File: src/rtl/sram512x64_bridge_pkg.sv
// Shared types and helpers for the sram512x64 TCDM bridge and its power manager.
package sram512x64_bridge_pkg;

  localparam int unsigned LINE_AW = 9;
  localparam int unsigned WORD_DW = 32;
  localparam int unsigned LINE_DW = 64;

  typedef enum logic [1:0] {
    StActive,
    StSleep,
    StWake
  } pm_state_e;

  // Replicates the 4-bit word byte enable onto the 32-bit lane selected by lane.
  function automatic logic [LINE_DW-1:0] be_to_mask(input logic [3:0] be, input logic lane);
    logic [LINE_DW-1:0] mask;
    mask = '0;
    for (int k = 0; k < 8; k++) begin
      if (be[k[1:0]] && (lane == k[2])) begin
        mask[8*k +: 8] = 8'hFF;
      end
    end
    return mask;
  endfunction

endpackage

File: src/rtl/sram512x64_pm_fsm.sv
// Low-power manager: idles the macro into deepsleep and sequences the wake-up delay.
module sram512x64_pm_fsm
  import sram512x64_bridge_pkg::*;
#(
  parameter int unsigned IDLE_CYCLES = 64,
  parameter int unsigned WAKE_CYCLES = 4
) (
  input  logic clk_i,
  input  logic rst_ni,
  input  logic req_i,
  input  logic rvalid_i,
  input  logic sleep_en_i,
  output logic active_o,
  output logic deepsleep_o
);

  localparam logic [15:0] IdleMax  = 16'(IDLE_CYCLES);
  localparam logic [7:0]  WakeLast = 8'(WAKE_CYCLES - 1);

  pm_state_e   state_q, state_d;
  logic [15:0] idle_cnt_q, idle_cnt_d;
  logic [7:0]  wake_cnt_q, wake_cnt_d;
  logic        deepsleep_q, deepsleep_d;
  logic        idle;

  always_ff @(posedge clk_i or negedge rst_ni) begin
    if (!rst_ni) begin
      state_q     <= StActive;
      idle_cnt_q  <= '0;
      wake_cnt_q  <= '0;
      deepsleep_q <= 1'b0;
    end else begin
      state_q     <= state_d;
      idle_cnt_q  <= idle_cnt_d;
      wake_cnt_q  <= wake_cnt_d;
      deepsleep_q <= deepsleep_d;
    end
  end

  always_comb begin
    idle       = !req_i && !rvalid_i;
    state_d    = state_q;
    idle_cnt_d = '0;
    wake_cnt_d = '0;
    case (state_q)
      StActive: begin
        if (idle && idle_cnt_q != IdleMax) begin
          idle_cnt_d = idle_cnt_q + 16'd1;
        end else if (idle) begin
          idle_cnt_d = idle_cnt_q;
        end
        // Entry also requires a quiet cycle so no grant or response is in flight.
        if (idle && sleep_en_i && idle_cnt_q == IdleMax) begin
          state_d    = StSleep;
          idle_cnt_d = '0;
        end
      end
      StSleep: begin
        if (req_i || !sleep_en_i) begin
          state_d = StWake;
        end
      end
      StWake: begin
        if (wake_cnt_q == WakeLast) begin
          state_d = StActive;
        end else begin
          wake_cnt_d = wake_cnt_q + 8'd1;
        end
      end
      default: state_d = StActive;
    endcase
  end

  always_comb begin
    active_o    = (state_q == StActive);
    deepsleep_d = (state_d == StSleep);
    deepsleep_o = deepsleep_q;
  end

endmodule

File: src/rtl/sram512x64_tcdm_bridge.sv
// TCDM req/gnt front-end for one 512x64 SRAM macro: read on port A, write on port B,
// single-cycle response, with automatic deepsleep management.
module sram512x64_tcdm_bridge
  import sram512x64_bridge_pkg::*;
#(
  parameter int unsigned IDLE_CYCLES = 64,
  parameter int unsigned WAKE_CYCLES = 4
) (
  input  logic                 clk_i,
  input  logic                 rst_ni,
  input  logic                 sleep_en_i,
  input  logic                 req_i,
  output logic                 gnt_o,
  input  logic [31:0]          add_i,
  input  logic                 we_i,
  input  logic [3:0]           be_i,
  input  logic [WORD_DW-1:0]   wdata_i,
  output logic                 rvalid_o,
  output logic [WORD_DW-1:0]   rdata_o,
  output logic                 sram_cenA_o,
  output logic [LINE_AW-1:0]   sram_aA_o,
  output logic                 sram_cenB_o,
  output logic [LINE_AW-1:0]   sram_aB_o,
  output logic [LINE_DW-1:0]   sram_d_o,
  output logic [LINE_DW-1:0]   sram_bw_o,
  input  logic [LINE_DW-1:0]   sram_q_i,
  output logic                 sram_deepsleep_o,
  output logic                 sram_powergate_o
);

  logic               active;
  logic               rvalid_q, rvalid_d;
  logic               rd_q, rd_d;
  logic               lane_q, lane_d;
  logic [LINE_AW-1:0] line;
  logic               lane;
  logic               unused_add;

  assign unused_add = ^{add_i[31:12], add_i[1:0]};

  sram512x64_pm_fsm #(
    .IDLE_CYCLES (IDLE_CYCLES),
    .WAKE_CYCLES (WAKE_CYCLES)
  ) u_pm_fsm (
    .clk_i       (clk_i),
    .rst_ni      (rst_ni),
    .req_i       (req_i),
    .rvalid_i    (rvalid_q),
    .sleep_en_i  (sleep_en_i),
    .active_o    (active),
    .deepsleep_o (sram_deepsleep_o)
  );

  always_ff @(posedge clk_i or negedge rst_ni) begin
    if (!rst_ni) begin
      rvalid_q <= 1'b0;
      rd_q     <= 1'b0;
      lane_q   <= 1'b0;
    end else begin
      rvalid_q <= rvalid_d;
      rd_q     <= rd_d;
      lane_q   <= lane_d;
    end
  end

  always_comb begin
    line  = add_i[11:3];
    lane  = add_i[2];
    // rst_ni gates the grant so the macro ports are idle throughout reset.
    gnt_o = req_i && active && rst_ni;

    sram_cenA_o = 1'b1;
    sram_aA_o   = '0;
    sram_cenB_o = 1'b1;
    sram_aB_o   = '0;
    sram_d_o    = '0;
    sram_bw_o   = '0;
    if (gnt_o && we_i) begin
      sram_cenB_o = 1'b0;
      sram_aB_o   = line;
      sram_d_o    = {wdata_i, wdata_i};
      sram_bw_o   = be_to_mask(be_i, lane);
    end else if (gnt_o) begin
      sram_cenA_o = 1'b0;
      sram_aA_o   = line;
    end

    rvalid_d = gnt_o;
    rd_d     = gnt_o && !we_i;
    lane_d   = (gnt_o && !we_i) ? lane : lane_q;
  end

  always_comb begin
    rvalid_o = rvalid_q;
    rdata_o  = '0;
    if (rvalid_q && rd_q) begin
      rdata_o = lane_q ? sram_q_i[63:32] : sram_q_i[31:0];
    end
  end

  assign sram_powergate_o = 1'b0;

endmodule

File: config.mk
export PLATFORM = sky130hd
export DESIGN_NAME = sram512x64_tcdm_bridge
export DESIGN_NICKNAME = d
export VERILOG_FILES = /design/src/rtl/sram512x64_bridge_pkg.sv /design/src/rtl/sram512x64_pm_fsm.sv /design/src/rtl/sram512x64_tcdm_bridge.sv
export SDC_FILE = /design/constraint.sdc
export NUM_CORES = 1
export LEC_CHECK = 0
export BUFFER_PORTS_ARGS = -buffer_cell sky130_fd_sc_hd__buf_2
export CAP_MARGIN = 30
export CORE_AREA = 2 2 126 128
export CTS_CLUSTER_SIZE = 12
export DETAILED_ROUTE_END_ITERATION = 8
export DIE_AREA = 0 0 128 130
export GPL_ROUTABILITY_DRIVEN = 1
export GPL_TIMING_DRIVEN = 0
export PLACE_DENSITY = 0.52
export SLEW_MARGIN = 15
export SYNTH_ARGS = -nofsm -noshare
export SYNTH_HDL_FRONTEND = slang
export SYNTH_SLANG_ARGS = --single-unit
export TNS_END_PERCENT = 1
File: constraint.sdc
create_clock -name clk_i -period 3 [get_ports clk_i]
set_input_delay 0.6 -clock clk_i [delete_from_list [all_inputs] [get_ports clk_i]]
set_output_delay 0.6 -clock clk_i [all_outputs]
set_load 0.005 [all_outputs]
== Word level (Yosys, flattened, before mapping) ==
Index checks and enable logic that the tools add are counted.
Storage, ports and cells
  register bits after elaboration: 30
  latch bits: 0
  memory bits (writable): 0
  memory bits (read-only): 0
  input bits: 137
  memories: 0
Operators by class
  add/subtract/negate cells: 2
  $mul: 0
  divide/modulo/power cells: 0
  $lt $le $gt $ge: 0
  eq/ne operators: 7
  shift operators: 0
  mux-type cells: 28
  bitwise operators: 1
  reductions and logical operators: 23
Operator list (number)
  $mux 64: 2
  $mux 8: 10
  $mux 16: 4
  $mux 32: 2
  $mux 9: 3
  $logic_and 1x1->1: 17
  $add 16x1->16 const B: 1
  $eq 16x7->1 const B: 1
  $ne 16x7->1 const B: 1
  $add 8x1->8 const B: 1
  $eq 8x2->1 const B: 1
  $mux 2: 3
  $pmux 2 s3: 1
  $eq 2x1->1 const B: 2
  $logic_not 1->1: 4
  $ne 4x4->1 const B: 1
  $mux 1: 3
  $eq 2x2->1 const B: 1
  $logic_not 2->1: 1
  $logic_or 1x1->1: 1
  $not 1->1: 1

== Logic depth before layout (Yosys ltp) ==
  depth after elaboration: 7
  mapped depth: 6

== Hierarchy ==
A second synthesis with hierarchy kept.
Unflattened totals
  cell total of the unflattened synthesis: 386
  area, all modules: 3059.2 um^2
Modules (own cells, without submodules)
  sram512x64_tcdm_bridge: instances 1, cells an instance 247, area an instance 1727.9 um^2, sequential area each 75.1 um^2
  sram512x64_pm_fsm: instances 1, cells an instance 139, area an instance 1331.3 um^2, sequential area each 675.6 um^2

== Worst setup path before layout ==
No wires, ideal clock.
  path type: input port to output port
  start point: input port rst_ni
  end point: output port sram_bw_o[10]
  data arrival time: 2002 ps
  required time: 2400 ps
  slack: 398 ps
  stages on the path: 6
  buffers on the path: 1
  cell sequence: nand2_1 nor3_2 and2_1 inv_2 nor3b_1 buf_4
On the way
  cells in the longest elaborated chain, start to end: 3
Ends and longest elaborated chain
  start: declaration: RTL line sram512x64_tcdm_bridge.sv:10  | input logic rst_ni,
  $logic_and 1x1->1: RTL line sram512x64_tcdm_bridge.sv:70  | gnt_o = req_i && active && rst_ni;
  $logic_and 1x1->1: RTL line sram512x64_tcdm_bridge.sv:78  | if (gnt_o && we_i) begin
  $mux 64: RTL line sram512x64_tcdm_bridge.sv:78
  end: declaration: RTL line sram512x64_tcdm_bridge.sv:25  | output logic [LINE_DW-1:0] sram_bw_o,
No other way between the ends.

== Worst setup path in the final report ==
  start point: input port rst_ni
  end point: output port sram_d_o[52]
On the way
  cells in the longest elaborated chain, start to end: 3
Ends and longest elaborated chain
  $logic_and 1x1->1: RTL line sram512x64_tcdm_bridge.sv:70
  $logic_and 1x1->1: RTL line sram512x64_tcdm_bridge.sv:78
  $mux 64: RTL line sram512x64_tcdm_bridge.sv:78
  end: declaration: RTL line sram512x64_tcdm_bridge.sv:24  | output logic [LINE_DW-1:0] sram_d_o,
No other way between the ends.

==> metrics.cfg <==
[status]
status=completed

[cells_and_area]
area_growth_syn_to_layout_pct=64.0
nets=818
fin_area_mm2=0.00503
drive_gt1_frac=0.611
antennaDiodeCount=0
n_fill_cell=1711
multi_input_area_mm2=0.00160
register_area_um2=751

[synth]
synthTopCellsByArea=dfrtp_1, buf_4, mux2i_1
synth_edf_count=0
ys_types=36
yosysTopAreaCell=dfrtp_1
netlist_area_mm2=0.00306
yosysWarnings=0
ys.flop_type=dfrtp_1
syn_area_per_cell_um2=8.24
ys_ff_latch=30
netlist.area_leader.share=0.245
synth_cells=372
yosysSeqAreaShare=0.245
syn_nets=512
async_flop_share=1.00

[power_and_ir_drop]
power_uw=1320
seq_power_share=0.317
p_int_uw=941
p_comb_frac=0.296
p_switching_uw=378
vdd_drop_max_uv=198
powerDensity_mw_per_mm2=262
p_leak_uw=0.00326
power_frac_clock=0.388
swShare=0.286

[setup_path]
cp.arrival_ns=2.20
cpPeakStageDelay_ns=0.31
critPathLaunchType=primary input
required_ns=2.40
cp_max_fo=31
path_cells=buf_12, nand2_1, nor3_4, buf_4, clkbuf_1, and3_1, buf_4, buf_2
crit_type=primary input to output port
crit_buf_inv=5
end_kind=output port
rrSetupSlack_ns=0.94
cpLargestDelayFamily=buffers and inverters
critPathMostFrequentCell=buf_4
cp_slowest_cell=nor3_4

[clock_tree]
numCtsBuffers=5
cts.clk_slew.worst_paths_ns=0.05
clock_latency_ns=0.27
ctsHoldBuffers=0
clock_path_buffers=2
cts_sinks=30
cts_tree=built
htreeDepth=2
cts_root_buf=clkbuf_16

[route]
drt-total-wl_um=13100
ant_nets=0
dr.pass1.iters=5
drc=0
wl_per_cell_um=15.0
viasPerCell=4.08
drt-initial-drc-count=116
routed-via-count=3554

[timing]
clock_skew_ns=0.00305
worst_slack_ns=0.198
max_freq_ghz=0.357
worstMarginPinSlew_ns=0.720
slew_viol_final=0
period_minus_slack_ns=2.80
setup_viol=0
hold_violations=0
fin_setup_tns_ns=0
period_share=0.934
rsz0062_at_grt=false
relSlewSlack=0.516

[global_routing]
grt_use_total=0.142
gr-total-overflow=0
grt_pass1_vias=3132
grt_util_met1=0.175
busiest_layer=met2
use_met3=0.0299
antenna_found_initial=0
grt_max_degree=32
use_met2=0.256
grt_pass1_wl_um=18100

[placement]
io_buffers=297
hpwlAfterDp_um=10900
place_congestion=0.732
place_area_mm2=0.00479
dp_slack_ns=-0.900

[run]
max_cap_viol_count=0

[die]
start_util=0.199
fp.dieArea_mm2=0.0166
core_mm2=0.0154
dieWidth_um=128
fp.dieH_um=130
io_pins=321
rows=46

[hold_path]
worstHoldPathType=primary input to asynchronous set/reset pin

## power by group through the flow
stage	Sequential (µW)	Clock [µW]	Combinational [µW]
global route	418	546	425
finish	418	511	390
detailed placement	425	0	384
CTS	417	521	393
floorplan	423	0	201
global placement	425	0	385
## metal layers
| metal | wire (µm) | share of wire |
|---|---|---|
| met2 | 6710 | 0.51 |
| met4 | 171 | 0.013 |
| met5 | 0 | 0 |
| met3 | 878 | 0.067 |
| met1 | 5300 | 0.41 |
## path summary, 6_finish.rpt
kind | depth (start not counted) | end | from
setup / recovery | 8 | sram_d_o[52] | rst_ni
hold / removal | 1 | u_pm_fsm.idle_cnt_q[2] | rst_ni
setup reg to reg | 6 | u_pm_fsm.deepsleep_o | u_pm_fsm.idle_cnt_q[0]
hold reg to reg | 1 | u_pm_fsm.wake_cnt_q[0] | u_pm_fsm.wake_cnt_q[0]
max in group asynchronous | 1 | u_pm_fsm.state_q[1] | rst_ni
min in group clk_i | 1 | u_pm_fsm.wake_cnt_q[0] | u_pm_fsm.wake_cnt_q[0]
## sequential cells by signal, indices dropped and copies added, names as in the netlist
register              cells
u_pm_fsm.wake_cnt_q       8
rvalid_o                  1
lane_q                    1
u_pm_fsm.state_q          2
u_pm_fsm.idle_cnt_q      16
rd_q                      1
u_pm_fsm.deepsleep_o      1
## cells by family after synthesis
| family | count (synthesis) | share of synthesized area |
|---|---|---|
| buffers and inverters | 114 | 0.250 |
| DFF | 30 | 0.245 |
| and+or+nand+nor | 165 | 0.310 |
| xor gates and xnor gates | 19 | 0.0543 |
| other | 1 | 0.00122 |
| muxes | 35 | 0.115 |
| AOI/OAI and AO/OA | 5 | 0.0122 |
| adders and majority gates | 3 | 0.0123 |
## worst reg2reg max path, delay by kind of cell, from the launching register on
family / cells / cell delay [ns]
DFF: 1 / 0.44
AOI/OAI and AO/OA: 1 / 0.17
adders and majority gates: 1 / 0.18
buffers and inverters: 1 / 0.13
and+or+nand+nor: 3 / 0.97
## final cells by class
type	count	share of cell area
buffer	106	0.147
clock buffer	6	0.0276
clock inverter	2	0.00249
inverter	8	0.00597
multi-input combinational	228	0.318
sequential	30	0.149
tap	192	0.0478
timing repair buffer	299	0.302
## per-stage QoR
stage	instances	hold slack, ns	utilization
4_1_cts	870	0.202	0.325
5_1_grt	871	0.157	0.326
2_1_floorplan	372	0.304	-
3_5_place_dp	861	0.501	0.311
3_3_place_gp	861	0.501	0.311
6_report	871	0.146	0.326
## cell usage in the layout (no fill, tap or decap), types with 2 or more instances in the layout
cell	n
nand3_1	10
nor4b_1	2
inv_1	7
nand2_1	7
and2_1	9
nor2_1	56
mux2i_1	34
buf_4	91
buf_2	300
and3_1	47
dfrtp_1	30
xor2_1	10
nor3b_4	4
nor4_1	7
nor3b_1	2
xnor2_1	9
nand4_4	2
clkbuf_16	5
ha_1	3
clkbuf_1	13
nor3_1	5
nand4_1	5
## timing repair
item                       in CTS  in global routing
setup endpoints to repair     144                 56
pin swaps                       1                  3
buffers inserted                1                  1
hold endpoints to repair        0                  0
resized for setup              11                  3
gates cloned                    0                  0
## cells in the mapped netlist, types with 2 or more instances
master	instances
ha_1	3
and2_1	10
xnor2_1	9
nand2_1	7
nor3_1	5
nor3b_1	6
xor2_1	10
nand4_4	2
nor2_1	56
and3_1	47
buf_2	4
buf_4	89
nor4_1	7
nand3_1	10
clkbuf_1	13
inv_1	7
nand4_1	5
mux2i_1	34
dfrtp_1	30
nor4b_1	2
No activity file was read; power rests on OpenSTA's default activity.
